## src/rtl/mips_pkg.sv

```systemverilog
// Shared constants for the MIPS pipeline front end.
// Pipeline stages import this package to get widths, the NOP encoding and the PC stride.
package mips_pkg;

    localparam int unsigned ADDR_W_DEF   = 32;
    localparam int unsigned INSTR_W      = 32;
    localparam int unsigned PC_STEP      = 4;
    localparam logic [31:0] RESET_PC_DEF = 32'h0000_0000;
    localparam logic [31:0] NOP_INSTR    = 32'h0000_0000;

    // Word-aligns an address by clearing its two low bits.
    function automatic logic [31:0] word_align(input logic [31:0] a);
        return {a[31:2], 2'b00};
    endfunction

endpackage

```

## src/rtl/pc_reg.sv

```systemverilog
// Program counter with next-PC selection (redirect / hold / step).
// Also flags redirect targets that are not word-aligned.
module pc_reg
    import mips_pkg::*;
#(
    parameter int unsigned       ADDR_W   = ADDR_W_DEF,
    parameter logic [ADDR_W-1:0] RESET_PC = ADDR_W'(RESET_PC_DEF)
) (
    input  logic              clk,
    input  logic              reset,
    input  logic              stall,
    input  logic              redirect_valid,
    input  logic [ADDR_W-1:0] redirect_target,
    output logic [ADDR_W-1:0] pc,
    output logic [ADDR_W-1:0] pc_plus4,
    output logic              misalign_err
);

    logic [ADDR_W-1:0] pc_q, pc_d;
    logic              misalign_q, misalign_d;

    assign pc_plus4 = pc_q + ADDR_W'(PC_STEP);

    // Redirect wins over stall; the adder wraps naturally at 2^ADDR_W.
    always_comb begin
        pc_d = pc_q;
        if (redirect_valid) begin
            pc_d = {redirect_target[ADDR_W-1:2], 2'b00};
        end else if (!stall) begin
            pc_d = pc_plus4;
        end
    end

    assign misalign_d = redirect_valid & (|redirect_target[1:0]);

    always_ff @(posedge clk) begin
        if (reset) begin
            pc_q       <= RESET_PC;
            misalign_q <= 1'b0;
        end else begin
            pc_q       <= pc_d;
            misalign_q <= misalign_d;
        end
    end

    assign pc           = pc_q;
    assign misalign_err = misalign_q;

endmodule

```

## src/rtl/if_stage.sv

```systemverilog
// Instruction-fetch stage: PC, instruction-memory address and the IF/ID register.
// Redirect and flush squash IF/ID; stall freezes both the PC and IF/ID.
module if_stage
    import mips_pkg::*;
#(
    parameter logic [31:0] RESET_PC = RESET_PC_DEF,
    parameter int unsigned ADDR_W   = ADDR_W_DEF,
    parameter int unsigned DATA_W   = INSTR_W
) (
    input  logic              clk,
    input  logic              reset,
    input  logic              stall,
    input  logic              redirect_valid,
    input  logic [ADDR_W-1:0] redirect_target,
    input  logic              flush,
    output logic [ADDR_W-1:0] imem_addr,
    input  logic [DATA_W-1:0] imem_rdata,
    output logic [DATA_W-1:0] if_id_instr,
    output logic [ADDR_W-1:0] if_id_pc4,
    output logic              if_id_valid,
    output logic              misalign_err,
    output logic [31:0]       fetch_count
);

    logic [ADDR_W-1:0] pc;
    logic [ADDR_W-1:0] pc_plus4;

    pc_reg #(
        .ADDR_W   (ADDR_W),
        .RESET_PC (ADDR_W'(RESET_PC))
    ) u_pc_reg (
        .clk             (clk),
        .reset           (reset),
        .stall           (stall),
        .redirect_valid  (redirect_valid),
        .redirect_target (redirect_target),
        .pc              (pc),
        .pc_plus4        (pc_plus4),
        .misalign_err    (misalign_err)
    );

    assign imem_addr = pc;

    logic [DATA_W-1:0] instr_q, instr_d;
    logic [ADDR_W-1:0] pc4_q, pc4_d;
    logic              valid_q, valid_d;
    logic [31:0]       count_q, count_d;
    logic              squash;
    logic              load;

    // Squash beats stall, so a redirect during a load-use stall still drops the wrong-path word.
    assign squash = redirect_valid | flush;
    assign load   = !squash && !stall;

    always_comb begin
        instr_d = instr_q;
        pc4_d   = pc4_q;
        valid_d = valid_q;
        count_d = count_q;
        if (squash) begin
            instr_d = DATA_W'(NOP_INSTR);
            pc4_d   = '0;
            valid_d = 1'b0;
        end else if (load) begin
            instr_d = imem_rdata;
            pc4_d   = pc_plus4;
            valid_d = 1'b1;
            count_d = count_q + 32'd1;
        end
    end

    always_ff @(posedge clk) begin
        if (reset) begin
            instr_q <= DATA_W'(NOP_INSTR);
            pc4_q   <= '0;
            valid_q <= 1'b0;
            count_q <= '0;
        end else begin
            instr_q <= instr_d;
            pc4_q   <= pc4_d;
            valid_q <= valid_d;
            count_q <= count_d;
        end
    end

    assign if_id_instr = instr_q;
    assign if_id_pc4   = pc4_q;
    assign if_id_valid = valid_q;
    assign fetch_count = count_q;

endmodule
```

## config.mk

```make
export PLATFORM = sky130hd
export DESIGN_NAME = if_stage
export DESIGN_NICKNAME = d
export VERILOG_FILES = /design/src/rtl/mips_pkg.sv /design/src/rtl/pc_reg.sv /design/src/rtl/if_stage.sv
export SDC_FILE = /design/constraint.sdc
export NUM_CORES = 1
export LEC_CHECK = 0
export ABC_CLOCK_PERIOD_IN_PS = 5800
export CORE_UTILIZATION = 30
export CTS_BUF_LIST = sky130_fd_sc_hd__clkbuf_16
export DETAILED_ROUTE_END_ITERATION = 16
export SLEW_MARGIN = 25
export SYNTH_ARGS = -nofsm -noshare
export SYNTH_HDL_FRONTEND = slang
export SYNTH_SLANG_ARGS = --single-unit
```

## constraint.sdc

```tcl
create_clock -name clk -period 5.8 [get_ports clk]
set_clock_uncertainty 0.2 [all_clocks]
set_input_delay 0.87 -clock clk [delete_from_list [all_inputs] [get_ports clk]]
set_output_delay 0.87 -clock clk [all_outputs]
set_load 0.02 [all_outputs]
```

Yosys cells after proc, flatten, opt, wreduce, memory -nomap -nowiden
Cells that the tools add are included.
{ "classes": {"n_addsub": 2, "n_eq_ne": 1, "muxes": 2, "n_bitwise": 3, "n_reduce_logical": 7} }
{ "ops": {"columns": ["op", "count"], "rows": [
  ["two-way mux 32 bit", 2],
  ["adder 32 x 1 -> 32 bit, second input constant", 1],
  ["adder 32 x 3 -> 32 bit, second input constant", 1],
  ["OR reduction 2 bit", 3],
  ["zero test 1 bit", 2],
  ["inequality test 2 x 1 -> 1 bit, second input constant", 1],
  ["AND reduction 2 bit", 1],
  ["AND 1 bit", 1],
  ["logical AND 1 bit", 1],
  ["NOT 1 bit", 1],
  ["OR 1 bit", 1]
]} }
{ "word_totals": {"regBits": 130, "in_bits": 69, "out_inout_bits": 130, "wordCells": 22} }

Logic depth before layout (Yosys ltp)
{ "depth": {"ltp_word": 4, "ltp_mapped": 7, "depth_no_buf": 6} }

Modules after synthesis
A second synthesis with hierarchy kept.
{ "unflattened": {"cells_unflattened": 651, "area_unflattened_um2": 6005.8} }
{ "modules_own_cells": {"columns": ["mod", "n_inst", "cells_each", "area_each_um2", "seq_area_each_um2"], "rows": [
  ["if_stage", 1, 338, 3664.8, 1941.9],
  ["pc_reg", 1, 313, 2341.0, 620.6]
]} }

Worst setup path after synthesis
Ideal clock, no wire load.
{ "synth_timing": {"path_kind": "input -> register", "start": "in redirect_valid", "end": "reg count_q[31], in the netlist fetch_count[31]", "arrival_ns": 2.646, "required_ns": 5.479, "path_slack_ns": 2.834, "stages": 6, "n_path_buf": 1, "path_cell_list": "buf_6 or4b_1 nor4_4 nand3_1 nor3_1 mux2_2"} }
{ "synth_between": {"elab_chain_len": 4, "word_cells_on_any_way": 5, "classes_between": "bitwise: 2; reduce/logical: 3"} }
{ "synth_rtl": {"columns": ["item", "line", "rtl"], "rows": [
  ["from (decl)", "if_stage.sv:13", "input logic redirect_valid,"],
  ["OR 1 bit (*)", "if_stage.sv:52", "assign squash = redirect_valid | flush;"],
  ["zero test 1 bit", "if_stage.sv:53", "assign load = !squash && !stall;"],
  ["logical AND 1 bit", "if_stage.sv:53", null],
  ["AND reduction 2 bit (no source line) (*)", null, null],
  ["to (signal assigned)", "if_stage.sv:82", "count_q <= count_d;"],
  ["to (decl)", "if_stage.sv:47", "logic [31:0] count_q, count_d;"]
]} }
Every way passes the cells marked *; elsewhere a longest branch is shown, timed or not.
A chain may end at the register's enable or synchronous reset.

Final worst setup path
Same ends and word-level chain as after synthesis.

==> qor.csv <==
stage;metric;value;unit
run_status;status;finished clean;
pwr;Psw;540;uW
clock_tree;number of hold buffers added after cts;0;
final_layout;fill cell count;1795;
global_route;global-route wire length before repair;27200;um
yosys;Cell variety after synth;41;
yosys;synthesized cell area;0.00568;mm^2
routing;wire per inst;15.6;um
routing;DR iter-0 viols;259;
routing;DR vias;5248;
final_layout;Nets;930;
critical_path;Setup crit end kind;flip-flop;
timing;Slew HR;0.389;
timing;hold violation count in the final report;0;
placed_design;Port Buffers;194;
critical_path;CP Max Fanout;18;
critical_path;WS Path Type;in2reg;
pwr;combinational share of power;0.088;
yosys;Syn Inst Count;687;
critical_path;Crit path required time;5.90;ns
routing;# DRC;0;
worst_hold_path;HP Class;reg2reg;
yosys;ranking of synthesized cells by area;dfxtp_1 (44%), xnor2_1 (7.6%), nand2_1 (6.5%);
critical_path;CP cell instances;clkdlybuf4s50_1, or4b_1, nor4_4, nand3_1, nor3_1, mux2_2;
timing;Finish-stage setup viols;0;
pwr;Flop pwr share;0.386;
clock_tree;H-tree lvl count;4;
clock_tree;worst skew pair latency;0.41;ns
timing;FMAX;279;MHz
final_layout;# diodes;0;
yosys;number of synthesized flops with an enable pin;0;
pwr;Clock power frac;0.526;
pwr;peak supply drop;0.205;mV
yosys;sequential fraction of the synthesis area;0.444;
timing;Setup WS post-layout;2.22;ns
clock_tree;CTS max path bufs;2;
final_layout;share of layout cells above drive strength 1;0.0550;
placed_design;dpl cells;1069;
global_route;antenna violations before repair;0;
die;Site Rows;49;
yosys;area leader, netlist;dfxtp_1;
clock_tree;TritonCTS Buffers;17;
yosys;ys async rst share;0;
die;die height;140;um
pwr;power density over the cells;282;mW/mm^2
clock_tree;root buffer cell;clkbuf_16;
clock_tree;PostCTS Resize Cnt;0;
clock_tree;setup bufs post-CTS;0;
clock_tree;TritonCTS clock tree;yes;
final_layout;filler-free cell count of the finished design;1101;
die;core box area;0.0183;mm^2
yosys;mean post-synth cell area;8.27;um^2
global_route;largest net degree at the start of global routing;67;
yosys;Synth Warn #;0;
clock_tree;total clock sinks;126;
timing;RSZ-0062 raised after global routing;no;
clock_tree;clock-pin slew on the worst setup and hold paths;0.05;ns
routing;vias per cell;4.77;
timing;Slew Limit Fails;0;
routing;drt pass-1 iters;4;
routing;Routed Antenna Nets;0;
yosys;synthesized flop and latch total;126;
placed_design;placer congestion estimate;0.811;
die;die area;0.0195;mm^2
global_route;GRT overflow;0;
placed_design;post-detail-place hpwl;12500;um
critical_path;CP max stage delay;0.74;ns
pwr;internal power;1840;uW
timing;measured slew at the worst slew-check pin;0.908;ns
pwr;leakage;0.00289;uW
die;DIE WIDTH;140;um
placed_design;Setup WS pre-CTS;1.77;ns
global_route;overall routing resource usage;0.179;
global_route;vias in the first global route;4835;
timing;min Tclk post-route;3.58;ns
routing;Routed WL;17200;um
run;max-cap viol count;0;
critical_path;CP arrival;3.68;ns
critical_path;Bufs and invs on worst path;1;
final_layout;Area Overhead vs Synth;48.8;%
critical_path;Startpoint Class;input port;
critical_path;Top delay family on crit path;simple AND/OR/NAND/NOR gates;
yosys;commonest register cell after synthesis;dfxtp_1;
timing;Fin Setup TNS;0;ns
timing;Final Cycle Share;0.617;
yosys;post-synth top area share;0.444;
die;Top Ports;199;
critical_path;CP max stage cell;clkdlybuf4s50_1;
die;Initial Util;0.311;
pwr;sw frac;0.227;
## synth_stat cells (all sizes together), types with 5 or more instances
master    n
o21ai    15
and4      7
a22o      8
nand4    25
or3       5
nor2b     6
a21oi    54
xor2     32
xnor2    49
a211oi   26
nor3     19
dfxtp   126
inv       5
nor4     14
nand2    99
mux2i     5
nand3    21
and3      8
clkbuf   37
buf      13
nor2     88
## metal layers
layer | global-route usage | wire length (um)
met1 | 0.247 | 8410
met2 | 0.267 | 7540
met3 | 0.0502 | 1100
met4 | 0.0590 | 169
met5 | 0 | 0
## cell type report
class                           count  area [um^2]  area share
Clock buffer                       17          425      0.0503
Clock inverter                     15          267      0.0315
Inverter                            5         18.8     0.00222
Multi-Input combinational cell    509         2950       0.349
Sequential cell                   126         2520       0.299
Tap cell                          229          287      0.0339
Timing Repair Buffer              200         1980       0.235
## cells in the final DEF (no fill, tap or decap), types with 6 or more instances in the layout
master,netlist,layout
a211oi_1,26,26
a21oi_1,54,54
a22o_1,8,8
and3_1,8,8
and4_1,7,7
buf_4,4,6
bufinv_16,0,7
clkbuf_16,0,17
clkdlybuf4s50_1,0,193
dfxtp_1,126,126
inv_1,5,7
nand2_1,99,99
nand3_1,21,21
nand4_1,25,25
nor2_1,88,86
nor2b_1,6,6
nor3_1,19,18
nor4_1,13,12
o21ai_0,15,15
xnor2_1,49,49
xor2_1,32,32
## worst min-delay path, stage by stage (launching register included)
cell and delay (ns):
dfxtp_1 0.30, nand2_1 0.05, a21oi_1 0.05
## cell families (layout without fill, tap and decap cells)
| logic type | count (synthesis) | count (layout) | share of synthesized area |
|---|---|---|---|
| simple gates | 305 | 305 | 0.255 |
| flops | 126 | 126 | 0.444 |
| compound gates | 110 | 110 | 0.117 |
| xor+xnor | 81 | 81 | 0.125 |
| buf+inv | 55 | 237 | 0.0416 |
| mux | 7 | 7 | 0.0128 |
| fa+ha+maj | 2 | 2 | 0.00441 |
| other cells | 1 | 4 | 0.000660 |
## power groups by stage
stage                     Combinational (uW)  Clock, uW  Sequential (uW)
after CTS                                213       1280              918
after floorplan                         86.0          0              949
after detailed placement                 211          0              937
after global routing                     226       1320              922
after global placement                   211          0              936
final                                    210       1250              919
## worst paths after layout
path / to / depth (start not counted) / from / slack, ns
max: fetch_count[31]$_SDFFE_PP0P_ / 6 / redirect_valid / 2.22
min: if_id_instr[2]$_SDFFE_PP0P_ / 2 / if_id_instr[2]$_SDFFE_PP0P_ / 0.25
max reg2reg: u_pc_reg.pc[22]$_SDFFE_PP0P_ / 6 / u_pc_reg.pc[2]$_SDFFE_PP0P_ / 3.02
min reg2reg: if_id_instr[2]$_SDFFE_PP0P_ / 2 / if_id_instr[2]$_SDFFE_PP0P_ / 0.25
## stage by stage
| stage | total power [uW] | util | hold slack, ns | cell area, um^2 |
|---|---|---|---|---|
| floorplan | 1040 | - | 0.334 | 5690 |
| global placement | 1150 | 0.424 | 0.241 | 7750 |
| detailed placement | 1150 | 0.424 | 0.246 | 7750 |
| CTS | 2410 | 0.462 | 0.254 | 8440 |
| global route | 2470 | 0.462 | 0.268 | 8450 |
| finish | 2380 | 0.462 | 0.252 | 8450 |
Power figures use the tool's default switching activity.
